--- src/rtl/vendor_pkg.sv ---
// Shared types and constants for the ticket vending machine.
// Consumed by multi_vendor (optional cancel feature: VENDOR_CANCEL_EN).
package vendor_pkg;

    typedef enum logic [2:0] {
        IDLE     = 3'd0,
        EVAL     = 3'd1,
        TICKET   = 3'd2,
        CHG_TEN  = 3'd3,
        CHG_FIVE = 3'd4,
        CHG_ONE  = 3'd5
    } state_e;

    localparam int unsigned COIN_ONE  = 1;
    localparam int unsigned COIN_FIVE = 5;
    localparam int unsigned COIN_TEN  = 10;

    // Headroom bits so a credit plus one cycle of coins cannot wrap before saturation.
    localparam int unsigned SUM_GUARD = 5;

    // First dispense state at or after 'from' that still has something to emit; IDLE if none.
    function automatic state_e first_state(
        input state_e from,
        input logic   has_tk,
        input logic   has_te,
        input logic   has_fi,
        input logic   has_on
    );
        state_e s;
        s = IDLE;
        if (has_on && (from <= CHG_ONE))  s = CHG_ONE;
        if (has_fi && (from <= CHG_FIVE)) s = CHG_FIVE;
        if (has_te && (from <= CHG_TEN))  s = CHG_TEN;
        if (has_tk && (from <= TICKET))   s = TICKET;
        return s;
    endfunction

endpackage

--- src/rtl/multi_vendor_pulse_train.sv ---
// pulse_train: loads a count and requests one pulse every other cycle until drained.
// fire_c marks the cycle whose edge issues a pulse; empty_c means drained and spaced.
module pulse_train #(
    parameter int unsigned DW = 8
) (
    input  logic          clk,
    input  logic          rst,
    input  logic          load,
    input  logic [DW-1:0] load_cnt,
    output logic          fire_c,
    output logic          empty_c
);

    logic [DW-1:0] cnt_q, cnt_d;
    logic          gap_q, gap_d;

    assign fire_c  = (cnt_q != '0) && !gap_q;
    assign empty_c = (cnt_q == '0) && !gap_q;

    // gap_q forces a low cycle after every issued pulse
    always_comb begin
        cnt_d = cnt_q;
        gap_d = 1'b0;
        if (load) begin
            cnt_d = load_cnt;
        end else if (fire_c) begin
            cnt_d = cnt_q - DW'(1);
            gap_d = 1'b1;
        end
    end

    always_ff @(posedge clk) begin
        if (rst) begin
            cnt_q <= '0;
            gap_q <= 1'b0;
        end else begin
            cnt_q <= cnt_d;
            gap_q <= gap_d;
        end
    end

endmodule

--- src/rtl/multi_vendor.sv ---
// Ticket vending machine: coin credit, fare evaluation, ticket and greedy change dispensing.
// Optional feature macro: VENDOR_CANCEL_EN (cancel edge refunds the current credit).
module multi_vendor #(
    parameter int unsigned DW         = 8,
    parameter int unsigned MYID       = 16,
    parameter int unsigned BASE_PRICE = 2,
    parameter int unsigned MAX_COUNT  = 4
) (
    input  logic          clk,
    input  logic          rst,
    input  logic [DW-1:0] input_dest,
    input  logic [DW-1:0] input_count,
    input  logic          coin_one_in_pulse,
    input  logic          coin_five_in_pulse,
    input  logic          coin_ten_in_pulse,
    input  logic          done,
    input  logic          cancel,
    output logic          ticket_pulse,
    output logic          coin_ten_out_pulse,
    output logic          coin_five_out_pulse,
    output logic          coin_one_out_pulse,
    output logic          busy,
    output logic [DW-1:0] credit
);

    import vendor_pkg::*;

    localparam int unsigned CW = DW + SUM_GUARD;
    localparam int unsigned PW = 2 * DW;

    state_e        state_q, state_d;
    logic [DW-1:0] credit_q, credit_d;
    logic [DW-1:0] dest_q, dest_d;
    logic [DW-1:0] count_q, count_d;
    logic [DW-1:0] tens_q, tens_d;
    logic [DW-1:0] fives_q, fives_d;
    logic [DW-1:0] ones_q, ones_d;
    logic          done_prev_q, done_prev_d;
    logic          armed_q, armed_d;
    logic          ticket_pulse_q, ticket_pulse_d;
    logic          ten_pulse_q, ten_pulse_d;
    logic          five_pulse_q, five_pulse_d;
    logic          one_pulse_q, one_pulse_d;
    logic          busy_q, busy_d;

    logic          done_rise_c;
    logic [CW-1:0] sum_wide_c;
    logic [DW-1:0] coin_sum_c;
    logic [DW-1:0] diff_c;
    logic [PW-1:0] unit_c;
    logic [PW-1:0] total_c;
    logic          valid_c;
    logic [DW-1:0] change_c;
    logic [DW-1:0] tickets_c;
    logic [DW-1:0] split_in_c;
    logic [DW-1:0] tens_c, rem_c, fives_c, ones_c;
    state_e        nxt_c;
    logic          enter_c;
    logic          load_c;
    logic [DW-1:0] load_cnt_c;
    logic          fire_c;
    logic          empty_c;

    // armed_q masks the first cycle after reset so a level held through reset is not an edge
    assign done_rise_c = done && !done_prev_q && armed_q;

`ifdef VENDOR_CANCEL_EN
    logic cancel_prev_q, cancel_prev_d;
    logic cancel_rise_c;

    assign cancel_prev_d = cancel;
    assign cancel_rise_c = cancel && !cancel_prev_q && armed_q;

    always_ff @(posedge clk) begin
        if (rst) cancel_prev_q <= 1'b0;
        else     cancel_prev_q <= cancel_prev_d;
    end

    assign split_in_c = (state_q == EVAL) ? change_c : coin_sum_c;
`else
    logic unused_cancel;
    assign unused_cancel = cancel;
    assign split_in_c    = change_c;
`endif

    // Credit plus this cycle's coins, saturating at the register maximum
    always_comb begin
        sum_wide_c = CW'(credit_q)
                   + (coin_ten_in_pulse  ? CW'(COIN_TEN)  : CW'(0))
                   + (coin_five_in_pulse ? CW'(COIN_FIVE) : CW'(0))
                   + (coin_one_in_pulse  ? CW'(COIN_ONE)  : CW'(0));
        coin_sum_c = (sum_wide_c > CW'({DW{1'b1}})) ? {DW{1'b1}} : DW'(sum_wide_c);
    end

    // Fare evaluation on the captured request
    always_comb begin
        diff_c    = (dest_q >= DW'(MYID)) ? (dest_q - DW'(MYID)) : (DW'(MYID) - dest_q);
        unit_c    = PW'(BASE_PRICE) + PW'(diff_c);
        total_c   = unit_c * PW'(count_q);
        valid_c   = (dest_q != DW'(MYID)) && (count_q != '0)
                 && (count_q <= DW'(MAX_COUNT)) && (total_c <= PW'(credit_q));
        change_c  = valid_c ? (credit_q - DW'(total_c)) : credit_q;
        tickets_c = valid_c ? count_q : '0;
    end

    // Greedy coin split shared by evaluation and cancel refund
    always_comb begin
        tens_c  = split_in_c / DW'(COIN_TEN);
        rem_c   = split_in_c % DW'(COIN_TEN);
        fives_c = rem_c / DW'(COIN_FIVE);
        ones_c  = rem_c % DW'(COIN_FIVE);
    end

    always_comb begin
        state_d    = state_q;
        credit_d   = credit_q;
        dest_d     = dest_q;
        count_d    = count_q;
        tens_d     = tens_q;
        fives_d    = fives_q;
        ones_d     = ones_q;
        nxt_c      = IDLE;
        enter_c    = 1'b0;
        load_c     = 1'b0;
        load_cnt_c = '0;

        case (state_q)
            IDLE: begin
                credit_d = coin_sum_c;
                if (done_rise_c) begin
                    dest_d  = input_dest;
                    count_d = input_count;
                    state_d = EVAL;
                end
`ifdef VENDOR_CANCEL_EN
                else if (cancel_rise_c && (coin_sum_c != '0)) begin
                    tens_d  = tens_c;
                    fives_d = fives_c;
                    ones_d  = ones_c;
                    nxt_c   = first_state(CHG_TEN, 1'b0, tens_c != '0,
                                          fives_c != '0, ones_c != '0);
                    enter_c = 1'b1;
                end
`endif
            end
            EVAL: begin
                credit_d = change_c;
                tens_d   = tens_c;
                fives_d  = fives_c;
                ones_d   = ones_c;
                nxt_c    = first_state(TICKET, tickets_c != '0, tens_c != '0,
                                       fives_c != '0, ones_c != '0);
                enter_c  = 1'b1;
            end
            TICKET: begin
                if (empty_c) begin
                    nxt_c   = first_state(CHG_TEN, 1'b0, tens_q != '0,
                                          fives_q != '0, ones_q != '0);
                    enter_c = 1'b1;
                end
            end
            CHG_TEN: begin
                if (fire_c) credit_d = credit_q - DW'(COIN_TEN);
                if (empty_c) begin
                    nxt_c   = first_state(CHG_FIVE, 1'b0, 1'b0,
                                          fives_q != '0, ones_q != '0);
                    enter_c = 1'b1;
                end
            end
            CHG_FIVE: begin
                if (fire_c) credit_d = credit_q - DW'(COIN_FIVE);
                if (empty_c) begin
                    nxt_c   = first_state(CHG_ONE, 1'b0, 1'b0, 1'b0, ones_q != '0);
                    enter_c = 1'b1;
                end
            end
            CHG_ONE: begin
                if (fire_c) credit_d = credit_q - DW'(COIN_ONE);
                if (empty_c) enter_c = 1'b1;
            end
            default: state_d = IDLE;
        endcase

        // Jump straight to the next non-empty stage and preload its count
        if (enter_c) begin
            state_d = nxt_c;
            if (nxt_c == IDLE) begin
                credit_d = '0;
            end else begin
                load_c = 1'b1;
                case (nxt_c)
                    TICKET:   load_cnt_c = tickets_c;
                    CHG_TEN:  load_cnt_c = tens_d;
                    CHG_FIVE: load_cnt_c = fives_d;
                    CHG_ONE:  load_cnt_c = ones_d;
                    default:  load_cnt_c = '0;
                endcase
            end
        end
    end

    always_comb begin
        done_prev_d    = done;
        armed_d        = 1'b1;
        ticket_pulse_d = fire_c && (state_q == TICKET);
        ten_pulse_d    = fire_c && (state_q == CHG_TEN);
        five_pulse_d   = fire_c && (state_q == CHG_FIVE);
        one_pulse_d    = fire_c && (state_q == CHG_ONE);
        busy_d         = (state_d != IDLE);
    end

    pulse_train #(
        .DW (DW)
    ) u_pulse_train (
        .clk      (clk),
        .rst      (rst),
        .load     (load_c),
        .load_cnt (load_cnt_c),
        .fire_c   (fire_c),
        .empty_c  (empty_c)
    );

    always_ff @(posedge clk) begin
        if (rst) begin
            state_q        <= IDLE;
            credit_q       <= '0;
            dest_q         <= '0;
            count_q        <= '0;
            tens_q         <= '0;
            fives_q        <= '0;
            ones_q         <= '0;
            done_prev_q    <= 1'b0;
            armed_q        <= 1'b0;
            ticket_pulse_q <= 1'b0;
            ten_pulse_q    <= 1'b0;
            five_pulse_q   <= 1'b0;
            one_pulse_q    <= 1'b0;
            busy_q         <= 1'b0;
        end else begin
            state_q        <= state_d;
            credit_q       <= credit_d;
            dest_q         <= dest_d;
            count_q        <= count_d;
            tens_q         <= tens_d;
            fives_q        <= fives_d;
            ones_q         <= ones_d;
            done_prev_q    <= done_prev_d;
            armed_q        <= armed_d;
            ticket_pulse_q <= ticket_pulse_d;
            ten_pulse_q    <= ten_pulse_d;
            five_pulse_q   <= five_pulse_d;
            one_pulse_q    <= one_pulse_d;
            busy_q         <= busy_d;
        end
    end

    assign ticket_pulse        = ticket_pulse_q;
    assign coin_ten_out_pulse  = ten_pulse_q;
    assign coin_five_out_pulse = five_pulse_q;
    assign coin_one_out_pulse  = one_pulse_q;
    assign busy                = busy_q;
    assign credit              = credit_q;

endmodule

--- config.mk ---
export PLATFORM = sky130hd
export DESIGN_NAME = multi_vendor
export DESIGN_NICKNAME = d
export VERILOG_FILES = /design/src/rtl/vendor_pkg.sv /design/src/rtl/multi_vendor_pulse_train.sv /design/src/rtl/multi_vendor.sv
export SDC_FILE = /design/constraint.sdc
export NUM_CORES = 1
export LEC_CHECK = 0
export BUFFER_PORTS_ARGS = -buffer_cell sky130_fd_sc_hd__buf_2
export CORE_MARGIN = 4
export CORE_UTILIZATION = 55
export CTS_CLUSTER_SIZE = 25
export DETAILED_ROUTE_END_ITERATION = 8
export PLACE_DENSITY = 0.72
export SYNTH_ARGS = -nofsm -noshare
export SYNTH_HDL_FRONTEND = slang
export SYNTH_SLANG_ARGS = --single-unit
--- constraint.sdc ---
create_clock -name clk -period 24.6 [get_ports clk]
set_input_delay 1.23 -clock clk [delete_from_list [all_inputs] [get_ports clk]]
set_output_delay 1.23 -clock clk [all_outputs]
set_load 0.01 [all_outputs]
==> reports/results.ini <==
[run_status]
outcome=finished clean

[sta]
finalSetupTns_ns=0
fin_ws_ns=4.96
max-slew-margin-rel_pct=29.5
setup_viol=0
period_needed_ns=19.64
final_hold_viol_count=0
report.final.slew_viol_count=0
tightest_slew_ns=1.05
fmax_mhz=50.9
period_share_pct=79.8
rsz0062_at_grt=false
clock-skew-final_ns=0.00753

[cts]
cts_setup_buffers=0
ctsHoldBuffers=0
cts.sink_count=67
cts_htree_levels=3
clockBufferDepth=2
cts_tree=done
cts-resized-gates=0
cts.clk_slew.worst_paths_ns=0.06
cts_root_buf=clkbuf_16
cts_made_buffers=9
clock_latency_ns=0.33

[layout]
nNetsFinal=1466
layout-drive-gt1-share_pct=8.72
multi_input_area_um2=7910
seqCellArea_um2=1340
antenna_cells=0
final_common_cell=nand2_1
layout_common_cells=nand2_1, nor2_1, a21oi_1, inv_1, ha_1
fillers=1661
areaGrowthSynthToFinish_pct=5.50
final_util_pct=59.9

[placed_design]
io_buffers=34
hpwlAfterDp_mm=21.2
preCtsSetupSlack_ns=5.34
gp_congestion=0.962

[drt]
ant_nets=0
drt_iter0_markers=765
vias=9910
drc=0
dr.pass1.iters=6
routed_wl_mm=27.6
vias_per_cell=6.37
post_drt_wl_per_cell_um=17.7

[synth]
syn_area_um2=9920
synth-seq-area-share_pct=13.5
synth-edff-count=0
ys_async_sr_fraction_pct=0
synth_nets=1475
synth_warnings=0
synth_cells=1335
synth_cell_types=109
synth_seq_cells=67
ys.flop_type=dfxtp_1
syn_area_per_cell_um2=7.43

[worst_setup_path]
endpoint=credit[3]
startpoint=dest_q[4]
path_max_fanout=20
startpoint_type=flop
max_stage_delay_ns=0.93
timing.rr.start=dest_q[4]
regToRegSetupSlack_ns=4.96
endpoint_kind=flop
r2r_end=credit[3]
cpMaxStageDelayCell=nor2_2
cp.required_ns=24.78
worstSetupPathType=flop to flop
critical-path-top-cell-by-count=ha_1
r2r_cells=65
worstPathArrival_ns=19.82

[global_routing]
grt_pass1_wl_mm=45.9
gr-total-overflow=0
grt_max_degree=48
antenna_found_initial=0
met1_usage_pct=35.4
grt.total_usage_pct=27.0
busiest_layer=met2
met2_usage_pct=47.6
met3_usage_pct=3.43
grt_pass1_vias=9355

[hold_path]
hold_class=flop to flop
min_from=dest_q[5]

[die]
initial_utilization_pct=56.8
fp-row-count=48
die_w_um=142
core_area_um2=17500
dieArea_um2=20300
io_pins=36
die_y_um=142

[flow_run]
cap_violations=0

==> metal layers <==
metal	vias up	part of all wire [%]
met5	-	0
met1	4737	43
met2	312	49
met4	0	2.2
met3	43	5.9
li1	4818	-
==> cells in the mapped netlist (all sizes together), types with 6 or more instances <==
library cell | count | area (um^2)
nand2 | 142 | 533
nor2 | 126 | 478
a21oi | 116 | 588
inv | 94 | 353
ha | 73 | 913
dfxtp | 67 | 1340
and2 | 59 | 369
o21ai | 59 | 299
clkbuf | 47 | 176
fa | 44 | 881
nand3 | 38 | 190
nor3 | 38 | 200
xnor2 | 28 | 253
nor2b | 23 | 144
a211oi | 22 | 165
a21o | 20 | 150
buf | 19 | 128
mux2i | 16 | 168
nand2b | 15 | 93.8
nand4 | 14 | 93.8
o31ai | 14 | 110
a31oi | 12 | 75.1
and3 | 12 | 75.1
nor4 | 12 | 75.1
o211ai | 12 | 95.1
o22ai | 11 | 68.8
or3 | 11 | 68.8
or4 | 10 | 75.1
xor2 | 10 | 106
o21a | 9 | 67.6
a221oi | 8 | 70.1
a22oi | 8 | 60.1
mux2 | 8 | 97.6
o221ai | 8 | 76.3
a2111oi | 7 | 106
a311oi | 7 | 67.6
nand3b | 7 | 52.6
nor3b | 7 | 57.6
nor4b | 6 | 58.8
o31a | 6 | 52.6
o32ai | 6 | 52.6
==> through the flow <==
stage	std cells	hold WS, ns	area [um^2]
after floorplan	1335	0.455	9920
after global placement	1540	0.472	10200
after detailed placement	1540	0.480	10200
after CTS	1556	0.488	10500
after global routing	1556	0.510	10500
final	1556	0.485	10500
==> layout make-up <==
| type | instances | area share (%) |
|---|---|---|
| Multi-Input combinational cell | 1106 | 75.6 |
| Sequential cell | 67 | 12.8 |
| Inverter | 96 | 3.45 |
| Tap cell | 225 | 2.69 |
| Timing Repair Buffer | 46 | 2.49 |
| Clock buffer | 9 | 2.15 |
| Clock inverter | 7 | 0.789 |
==> registers in the layout, summed over array words and instances, names as in the netlist, 3 cells and up <==
register,flops
count_q,8
credit,8
dest_q,8
fives_q,8
ones_q,8
tens_q,8
u_pulse_train.cnt_q,8
state_q,3
==> critical path: cells and delay by family (launching register included) <==
kind	cells	cell delay (ns)
AOI/OAI and AO/OA	23	6.60
and+or+nand+nor	18	4.34
adders and majority gates	12	4.67
muxes	3	1.82
DFF	1	0.41
buffers and inverters	7	0.87
xor gates and xnor gates	2	0.73
==> how the worst min path moves through the flow <==
stage,to,slack (ns),cells after the start
floorplan,ones_q[6],0.46,2
global placement,dest_q[5],0.47,2
detailed placement,dest_q[5],0.48,2
CTS,dest_q[5],0.49,2
global route,dest_q[5],0.51,2
finish,dest_q[5],0.49,2
==> cells by family (layout without fill, tap and decap cells) <==
kind of cell | Yosys count | count (layout) | share of synthesized area, %
and+or+nand+nor | 547 | 547 | 28.6
xor gates and xnor gates | 38 | 38 | 3.62
AOI/OAI and AO/OA | 378 | 378 | 26.5
muxes | 25 | 25 | 2.90
DFF | 67 | 67 | 13.5
adders and majority gates | 118 | 118 | 18.2
buffers and inverters | 162 | 158 | 6.71
Power is not shown: default switching activity piles up to over one toggle a cycle in this logic, so the estimate is an artifact.
